`config.mk`:
```
export PLATFORM = sky130hd
export DESIGN_NAME = burst_rr_arbiter
export DESIGN_NICKNAME = d
export VERILOG_FILES = /design/src/rtl/burst_rr_arbiter.sv
export SDC_FILE = /design/constraint.sdc
export NUM_CORES = 1
export LEC_CHECK = 0
export CAP_MARGIN = 20
export CORE_MARGIN = 2
export CORE_UTILIZATION = 58
export CTS_BUF_LIST = sky130_fd_sc_hd__clkbuf_4 sky130_fd_sc_hd__clkbuf_8
export CTS_CLUSTER_SIZE = 14
export DETAILED_ROUTE_END_ITERATION = 10
export MAX_ROUTING_LAYER = met4
export PLACE_DENSITY_LB_ADDON = 0.2
export SYNTH_ARGS = -nofsm -noshare
export SYNTH_HDL_FRONTEND = slang
export SYNTH_SLANG_ARGS = --single-unit
```
`constraint.sdc`:
```
create_clock -name clk -period 3.5 [get_ports clk]
set_clock_uncertainty 0.2 [all_clocks]
set_input_delay 0.7 -clock clk [delete_from_list [all_inputs] [get_ports clk]]
set_output_delay 0.7 -clock clk [all_outputs]
set_load 0.01 [all_outputs]
```
`src/rtl/burst_rr_arbiter.sv`:
```
// N-way round-robin arbiter with a per-holder burst limit. All outputs are registered.
// A holder keeps the grant for up to MAX_BURST cycles while others wait, then yields to the next requester.
module burst_rr_arbiter #(
  parameter int N         = 4,
  parameter int MAX_BURST = 5,
  parameter int CNT_W     = 3,
  localparam int IDX_W    = $clog2(N)
) (
  input  logic             clk,
  input  logic             reset,
  input  logic [N-1:0]     req,
  output logic [N-1:0]     grant,
  output logic             grant_valid,
  output logic [IDX_W-1:0] grant_idx,
  output logic [CNT_W-1:0] burst_cnt
);

  typedef enum logic {
    IDLE = 1'b0,
    HOLD = 1'b1
  } state_t;

  state_t           state_q, state_d;
  logic [N-1:0]     grant_q, grant_d;
  logic             valid_q, valid_d;
  logic [IDX_W-1:0] idx_q, idx_d;
  logic [CNT_W-1:0] cnt_q, cnt_d;
  logic [IDX_W-1:0] ptr_q, ptr_d;

  // Returns {found, index} for the first set bit of r, scanning s, s+1, ... mod N.
  function automatic logic [IDX_W:0] rr_search(input logic [N-1:0] r, input int s);
    logic [IDX_W:0] res;
    int             i;
    res = '0;
    for (int k = N - 1; k >= 0; k--) begin
      i = (s + k) % N;
      if (r[i]) res = {1'b1, IDX_W'(i)};
    end
    return res;
  endfunction

  logic             holder_req;
  logic             at_limit;
  logic [N-1:0]     others_req;
  logic [IDX_W:0]   yield_res;
  logic [IDX_W:0]   fresh_res;

  always_comb begin
    holder_req = (state_q == HOLD) && req[idx_q];
    at_limit   = (cnt_q >= CNT_W'(MAX_BURST));
    others_req = req & ~(N'(1) << idx_q);
    yield_res  = rr_search(others_req, int'(idx_q) + 1);
    fresh_res  = rr_search(req, int'(ptr_q) + 1);
  end

  always_comb begin
    state_d = state_q;
    grant_d = grant_q;
    idx_d   = idx_q;
    cnt_d   = cnt_q;
    ptr_d   = ptr_q;
    if (holder_req && !at_limit) begin
      cnt_d = cnt_q + CNT_W'(1);
    end else if (holder_req) begin
      if (yield_res[IDX_W]) begin
        state_d = HOLD;
        idx_d   = yield_res[IDX_W-1:0];
        grant_d = N'(1) << yield_res[IDX_W-1:0];
        cnt_d   = CNT_W'(1);
        ptr_d   = yield_res[IDX_W-1:0];
      end else begin
        // Lone requester at the limit keeps the grant; the counter stays saturated.
        cnt_d = CNT_W'(MAX_BURST);
      end
    end else if (fresh_res[IDX_W]) begin
      state_d = HOLD;
      idx_d   = fresh_res[IDX_W-1:0];
      grant_d = N'(1) << fresh_res[IDX_W-1:0];
      cnt_d   = CNT_W'(1);
      ptr_d   = fresh_res[IDX_W-1:0];
    end else begin
      state_d = IDLE;
      idx_d   = '0;
      grant_d = '0;
      cnt_d   = '0;
    end
    valid_d = (state_d == HOLD);
  end

  always_ff @(posedge clk or posedge reset) begin
    if (reset) begin
      state_q <= IDLE;
      grant_q <= '0;
      valid_q <= 1'b0;
      idx_q   <= '0;
      cnt_q   <= '0;
      ptr_q   <= IDX_W'(N - 1);
    end else begin
      state_q <= state_d;
      grant_q <= grant_d;
      valid_q <= valid_d;
      idx_q   <= idx_d;
      cnt_q   <= cnt_d;
      ptr_q   <= ptr_d;
    end
  end

  assign grant       = grant_q;
  assign grant_valid = valid_q;
  assign grant_idx   = idx_q;
  assign burst_cnt   = cnt_q;

  a_onehot : assert property (@(posedge clk) disable iff (reset) $onehot0(grant_q));
  a_cnt_max : assert property (@(posedge clk) disable iff (reset) cnt_q <= CNT_W'(MAX_BURST));
  a_valid : assert property (@(posedge clk) disable iff (reset) valid_q == (|grant_q));

endmodule
```
[Word-level counts from Yosys, hierarchy flattened]
Index checks and enable logic that the tools add are counted.
Operators by class
  mux-type cells: 49
  shift operators: 3
  $mul: 0
  reductions and logical operators: 14
  bitwise gates (word level): 11
  magnitude comparators: 10
  divide/modulo/power cells: 0
  $add $sub $neg: 9
  equal/unequal tests: 1
Operators by type and width (count)
  $mux 3: 11
  $lt 3x4->1 const B: 8
  $mux 1: 21
  $bmux 1 s2: 9
  $reduce_or 2->1: 8
  $mux 4: 3
  $shl 1x2->4 const A: 3
  $mux 2: 5
  $add 2x1->2 const B: 4
  $add 2x2->2 const B: 4
  $and 1x1->1 const A: 8
  $and 4x4->4: 1
  $not 4->4: 1
  $add 3x1->3 const B: 1
  $ge 3x3->1 const B: 1
  $lt 2x3->1 const B: 1
  $reduce_and 3->1: 1
  $logic_and 1x1->1: 2
  $ne 2x1->1 const B: 1
  $reduce_and 2->1: 1
  $reduce_bool 2->1: 1
  $logic_not 1->1: 1
  $not 1->1: 1
Word-level totals
  memory bits (writable): 0
  bits in latches: 0
  memories kept: 0
  bits in registers: 12
  output and inout bits: 10
  bits in read-only memories: 0
  word-level logic and storage cells: 102

[Longest topological paths before layout]
Gate-level depths: netlist of run 1.
  word-level depth: 14
  mapped depth: 8

[Least setup slack after synthesis of run 1]
No wires, ideal clock.
  kind: input-to-reg
  start point: input port req[3]
  end point: register ptr_q[1]
  stages on the path: 7
  required time: 3218 ps
  path slack: 1291 ps
  data arrival time: 1926 ps
  buffers on the path: 2
  path through: buf_2 -> mux2i_1 -> o22a_4 -> or2_1 -> buf_6 -> nand2_2 -> mux2_4
Between the ends
  cells in the longest elaborated chain, start to end: 10
Ends and longest elaborated chain
  start, declared: RTL line 11  | input logic [N-1:0] req,
  $and 4x4->4: RTL line 51  | others_req = req & ~(N'(1) << idx_q);
  $bmux 1 s2: RTL line 37  | if (r[i]) res = {1'b1, IDX_W'(i)};
  $mux 1 (implied by the code) (2 in series): RTL line 37
  $mux 3 (4 in series): RTL line 37
  $ne 2x1->1 (no line) / $mux 2 (equally long branches)
  $reduce_and 3->1 (no line) / $mux 2 (equally long branches)
  end signal, assigned: RTL line 97  | ptr_q <= IDX_W'(N - 1);
  end signal, assigned: RTL line 104  | ptr_q <= ptr_d;
  end, declared: RTL line 28  | logic [IDX_W-1:0] ptr_q, ptr_d;
Several ways; a longest one is shown, not always the timed one. The select of a mux whose other input is x is not followed.
A chain may end at the register's enable or synchronous reset.

[Final worst setup path of run 1]
Same ends and word-level chain as after synthesis.

==> results.py, run 1 <==
metrics = {
    "timing": {
        "finalHoldViolCount": 0,
        "setup_viol": 0,
        "drv_slew": 0,
        "fmax_mhz": 389,
        "setup_tns_ns": 0,
        "max_slew_margin_pct": 66.5,
        "post-route-period-util_pct": 73.5,
        "period_needed_ns": 2.57,
        "rsz0062_at_grt": "no",
        "tightestPinTransition_ns": 0.497,
    },
    "run_status": {
        "outcome": "finished clean",
    },
    "critical_path": {
        "reg2reg_depth": 7,
        "crit_start": "req[3]",
        "start_kind": "input port",
        "r2r_end": "ptr_q[1]",
        "rrSetupSlack_ns": 1.08,
        "crit_arrival_ns": 2.59,
        "critPathRequiredTime_ns": 3.52,
        "timing.rr.start": "grant_idx[0]",
        "crit_path_end": "ptr_q[1]",
        "worst_setup_path_end_kind": "flip-flop",
        "critPathKind": "input port to flip-flop",
        "critPathMaxFanout": 10,
    },
    "floorplan": {
        "dieArea_sq_um": 1900,
        "initial_core_util_pct": 61.2,
        "core_sq_um": 1490,
        "io_pins": 16,
        "die_y_um": 43.6,
        "fp-row-count": 14,
        "die_width_um": 43.6,
    },
    "clock_tree": {
        "post_cts_buffers": 0,
        "htreeDepth": 1,
        "cts_tree": "yes",
        "clock_sinks": 12,
        "root_buffer": "clkbuf_4",
        "ctsHoldBuffers": 0,
        "cts_buffers": 3,
        "insertion_delay_ns": 0.29,
        "clk_pin_slew_ns": 0.08,
        "cts_buffer_depth": 2,
        "post_cts_resized": 0,
    },
    "synthesis": {
        "ys_seq_area_share_pct": 33.2,
        "ys.flop_type": "dfrtp_1",
        "syn-cell-area_sq_um": 911,
        "synth_cell_type_count": 37,
        "async_reset_ff_share_pct": 100,
        "synth_commonest_cells": "dfrtp_1 (10), inv_1 (8), nand2_1 (8)",
        "ys_warn_count": 0,
        "syn_area_per_cell_sq_um": 9.29,
        "synth_edf_count": 0,
        "synth_nets": 110,
        "synth_top_area_share_pct": 27.5,
        "synth_top_area_cell": "dfrtp_1",
        "postSynthCellCount": 98,
        "ys_ff_latch": 12,
        "yosys.cell_count.top_type": "dfrtp_1",
        "ys_top_cells_by_area": "dfrtp_1 (27%), ha_1 (8.2%), dfstp_2 (5.8%)",
    },
    "global_routing": {
        "grt_remaining_overflow": 0,
        "grt_pass1_vias": 851,
        "grt_antenna_before_repair": 0,
        "grt_max_degree": 13,
        "track_usage_pct": 28.1,
        "grt_first_pass_wirelength_mm": 3.75,
    },
    "worst_hold_path": {
        "hold_path.class": "flip-flop to flip-flop",
        "min_from": "grant[3]",
    },
    "layout": {
        "diodes": 0,
        "num-fill-cells": 116,
        "area.sequential_sq_um": 303,
        "multiInputGateArea_sq_um": 562,
        "drive_above_1_share_pct": 10.4,
        "nets": 128,
        "area_growth_syn_to_layout_pct": 20.9,
        "final_util_pct": 73.9,
    },
    "drt": {
        "wire_per_inst_um": 15.9,
        "wl_mm": 2.08,
        "dr_total_vias": 823,
        "vias_per_cell": 6.28,
        "dr.pass1.iters": 5,
        "drtIter0Drc": 28,
        "ant_nets": 0,
        "drc": 0,
    },
    "placed_design": {
        "gp_congestion": 0.936,
        "hpwl_mm": 1.54,
        "io_buffers": 15,
    },
    "power": {
        "p_leak_nw": 0.477,
        "power.density_nw_per_um2": 984,
        "vdd_drop_max_mv": 0.557,
    },
    "job": {
        "cap_violations": 0,
    },
}
## area by class of cell
class                           instances  area share (%)
Clock buffer                            4            3.30
Inverter                                8            2.73
Multi-Input combinational cell         76            51.0
Sequential cell                        12            27.5
Tap cell                               16            1.82
Timing Repair Buffer                   15            13.6
## stage by stage
stage	instances	area, sq um	worst slack [ns]	power (mW)	hold slack [ns]
final	131	1100	0.929	1.08	0.315
after global routing	131	1100	0.822	1.18	0.346
after CTS	131	1100	0.928	1.08	0.313
after detailed placement	127	1060	0.647	0.960	0.290
after global placement	127	1060	0.705	0.944	0.282
after floorplan	98	911	1.29	0.771	0.327
## placed cells by master (no fill, tap or decap), drive strengths merged, types with 3 or more instances in the layout
cell type      count
a21oi              3
o22ai              3
ha                 6
o21ai              7
nor2b              4
nand2              9
mux2               3
dfrtp             10
nand3              3
nor2               5
clkdlybuf4s50     15
inv                8
clkbuf             4
mux2i              3
nand2b             4
## routing by layer
metal / wire length (um) / track usage [%]
met1: 914 / 32.9
met5: 0 / -
met2: 1020 / 46.5
met3: 112 / 6.25
met4: 40 / 10.9
## power by group
| group | internal [mW] | leakage [nW] | switching, mW |
|---|---|---|---|
| clock | 0.0635 | 0.0210 | 0.0501 |
| combinational | 0.343 | 0.315 | 0.336 |
| sequential | 0.213 | 0.141 | 0.0783 |
## how the worst min path moves through the flow
stage,to,slack (ns),cells after the start
CTS,grant[3],0.31,1
detailed placement,grant[2],0.29,2
global placement,grant[3],0.28,1
global route,grant[3],0.35,1
finish,grant[3],0.32,1
floorplan,grant[2],0.33,2
## registers in the layout, indices dropped and copies added (netlist names)
register	flops
grant	4
grant_idx	2
ptr_q	2
grant_valid	1
burst_cnt	3
## logic make-up (layout without fill, tap and decap cells)
group / after synthesis / count (layout) / share of synthesized area, %
AND/OR/NAND/NOR: 36 / 36 / 21.7
adder cells (fa/ha/maj): 6 / 6 / 8.24
flip-flops: 12 / 12 / 33.2
AO/OA/AOI/OAI: 28 / 28 / 23.5
buffers and inverters: 10 / 27 / 5.08
multiplexers: 6 / 6 / 8.24
## worst max-delay path: stages
cell	delay, ns
clkdlybuf4s50_1	0.64
mux2i_1	0.16
o22a_4	0.27
or2_1	0.38
nand2_2	0.15
mux2_4	0.30
Power figures use the tool's default switching activity.
==> run 2: changes to the inputs <==
CORE_UTILIZATION = 48   (was 58)
clock period = 2.1 ns   (was 3.5 ns; I/O delays follow)
==> results.py, run 2 (synthesized netlist as in run 1, its figures left out) <==
metrics = {
    "power": {
        "p_leak_nw": 0.635,
        "finalPower_mw": 2.24,
        "vdd_drop_max_mv": 1.31,
        "power.density_nw_per_um2": 1630,
    },
    "timing": {
        "tightestPinTransition_ns": 0.450,
        "drv_slew": 0,
        "finalHoldViolCount": 0,
        "fmax_mhz": 483,
        "max_slew_margin_pct": 70.0,
        "setup_viol": 0,
        "hold_ws_ns": 0.255,
        "rsz0062_at_grt": "yes",
        "period_needed_ns": 2.07,
        "setup_tns_ns": 0,
        "fin_ws_ns": 0.0286,
        "post-route-period-util_pct": 98.6,
    },
    "layout": {
        "layout_common_cells": "buf_4 (26), clkdlybuf4s50_1 (12), dfrtp_1 (9)",
        "nets": 156,
        "finalInstanceArea_sq_um": 1380,
        "drive_above_1_share_pct": 37.1,
        "area_growth_syn_to_layout_pct": 51.1,
        "largest_reg_flops": 4,
        "diodes": 0,
        "stdcell_count": 168,
        "final_util_pct": 78.0,
        "layout_commonest_cell": "buf_4",
    },
    "global_routing": {
        "grt_remaining_overflow": 0,
        "grt_util_met2_pct": 41.1,
        "track_usage_pct": 25.0,
        "grt_pass1_vias": 876,
        "top_usage_layer": "met2",
        "grt_antenna_before_repair": 0,
        "grtUsageMet3_pct": 6.79,
        "use_met1_pct": 31.6,
        "grt_max_degree": 13,
        "grt_first_pass_wirelength_mm": 3.82,
    },
    "clock_tree": {
        "htreeDepth": 1,
        "clk_pin_slew_ns": 0.08,
        "clock_sinks": 12,
        "root_buffer": "clkbuf_4",
        "insertion_delay_ns": 0.27,
        "cts_buffer_depth": 2,
        "cts_buffers": 3,
        "cts_tree": "yes",
    },
    "critical_path": {
        "critPathMaxFanout": 9,
        "crit_arrival_ns": 2.08,
        "start_kind": "flip-flop",
        "critPathKind": "flip-flop to flip-flop",
        "worst_setup_path_end_kind": "flip-flop",
        "critPathRequiredTime_ns": 2.11,
    },
    "placed_design": {
        "placed_cells": 163,
        "gp_congestion": 0.936,
        "hpwl_mm": 1.79,
        "place_ws_ns": -0.422,
        "io_buffers": 15,
        "place_area_sq_um": 1280,
    },
    "drt": {
        "wl_mm": 2.47,
        "drc": 0,
        "wire_per_inst_um": 14.7,
        "drtIter0Drc": 32,
        "dr_total_vias": 941,
        "vias_per_cell": 5.60,
        "dr.pass1.iters": 4,
        "ant_nets": 0,
    },
    "floorplan": {
        "fp-row-count": 15,
        "die_y_um": 47.6,
        "io_pins": 16,
        "core_sq_um": 1760,
        "dieArea_sq_um": 2260,
        "die_width_um": 47.6,
        "initial_core_util_pct": 51.6,
    },
    "job": {
        "cap_violations": 0,
    },
    "worst_hold_path": {
        "hold_path.class": "input port to async pin",
    },
    "run_status": {
        "outcome": "finished clean",
    },
}
[run 2: cell count changes in the layout (fill, tap and decap cells not counted), sizes merged]
cell | previous run | this run
clkdlybuf4s50 | 15 | 12
buf | 0 | 28
dlygate4sd2 | 0 | 1
dlymetal6s2s | 0 | 2
[run 2: path summary, 6_finish.rpt]
kind                               from          end  slack (ns)  cells past startpoint
min reg2reg                    grant[2]     grant[2]        0.31                      2
max reg2reg                grant_idx[1]     ptr_q[1]        0.03                      7
min                               reset  grant_valid        0.26                      2
max in group asynchronous         reset     ptr_q[1]        1.11                      2
min in group clk               grant[2]     grant[2]        0.31                      2
max                        grant_idx[1]     ptr_q[1]        0.03                      7
[run 2: critical path, cell delays in order (launching register included)]
cell and delay, ns:
dfrtp_1 0.42, buf_4 0.16, ha_2 0.20, nand2b_1 0.18, a41oi_2 0.22, or2_4 0.23, nand2_2 0.09, mux2_4 0.30
[run 2: layout make-up]
class                   count  area [sq um]
repair buffers             43           372
clock buffers               4          30.0
well taps                  25          31.3
flip-flops and latches     12           304
fillers                   129           388
multi-input cells          76           607
inverters                   8          32.5
[run 2: per-layer routing]
layer	wire length [um]	part of all wire, %
met1	1080	44
met2	1210	49
met5	0	0
met3	155	6.3
met4	18	0.73
[run 2: power by group]
group	switching [mW]	leakage [nW]	total (mW)	internal [mW]
clock network	0.0760	0.0184	0.163	0.0866
registers	0.0995	0.140	0.457	0.358
logic	0.715	0.476	1.62	0.905
[run 2: repair_timing]
| action | CTS | global route |
|---|---|---|
| endpoints found under the setup margin | 8 | 8 |
| hold buffers | 0 | 0 |
| buffers inserted | 1 | 0 |
| gates resized for setup | 7 | 13 |
| pin swaps | 0 | 2 |
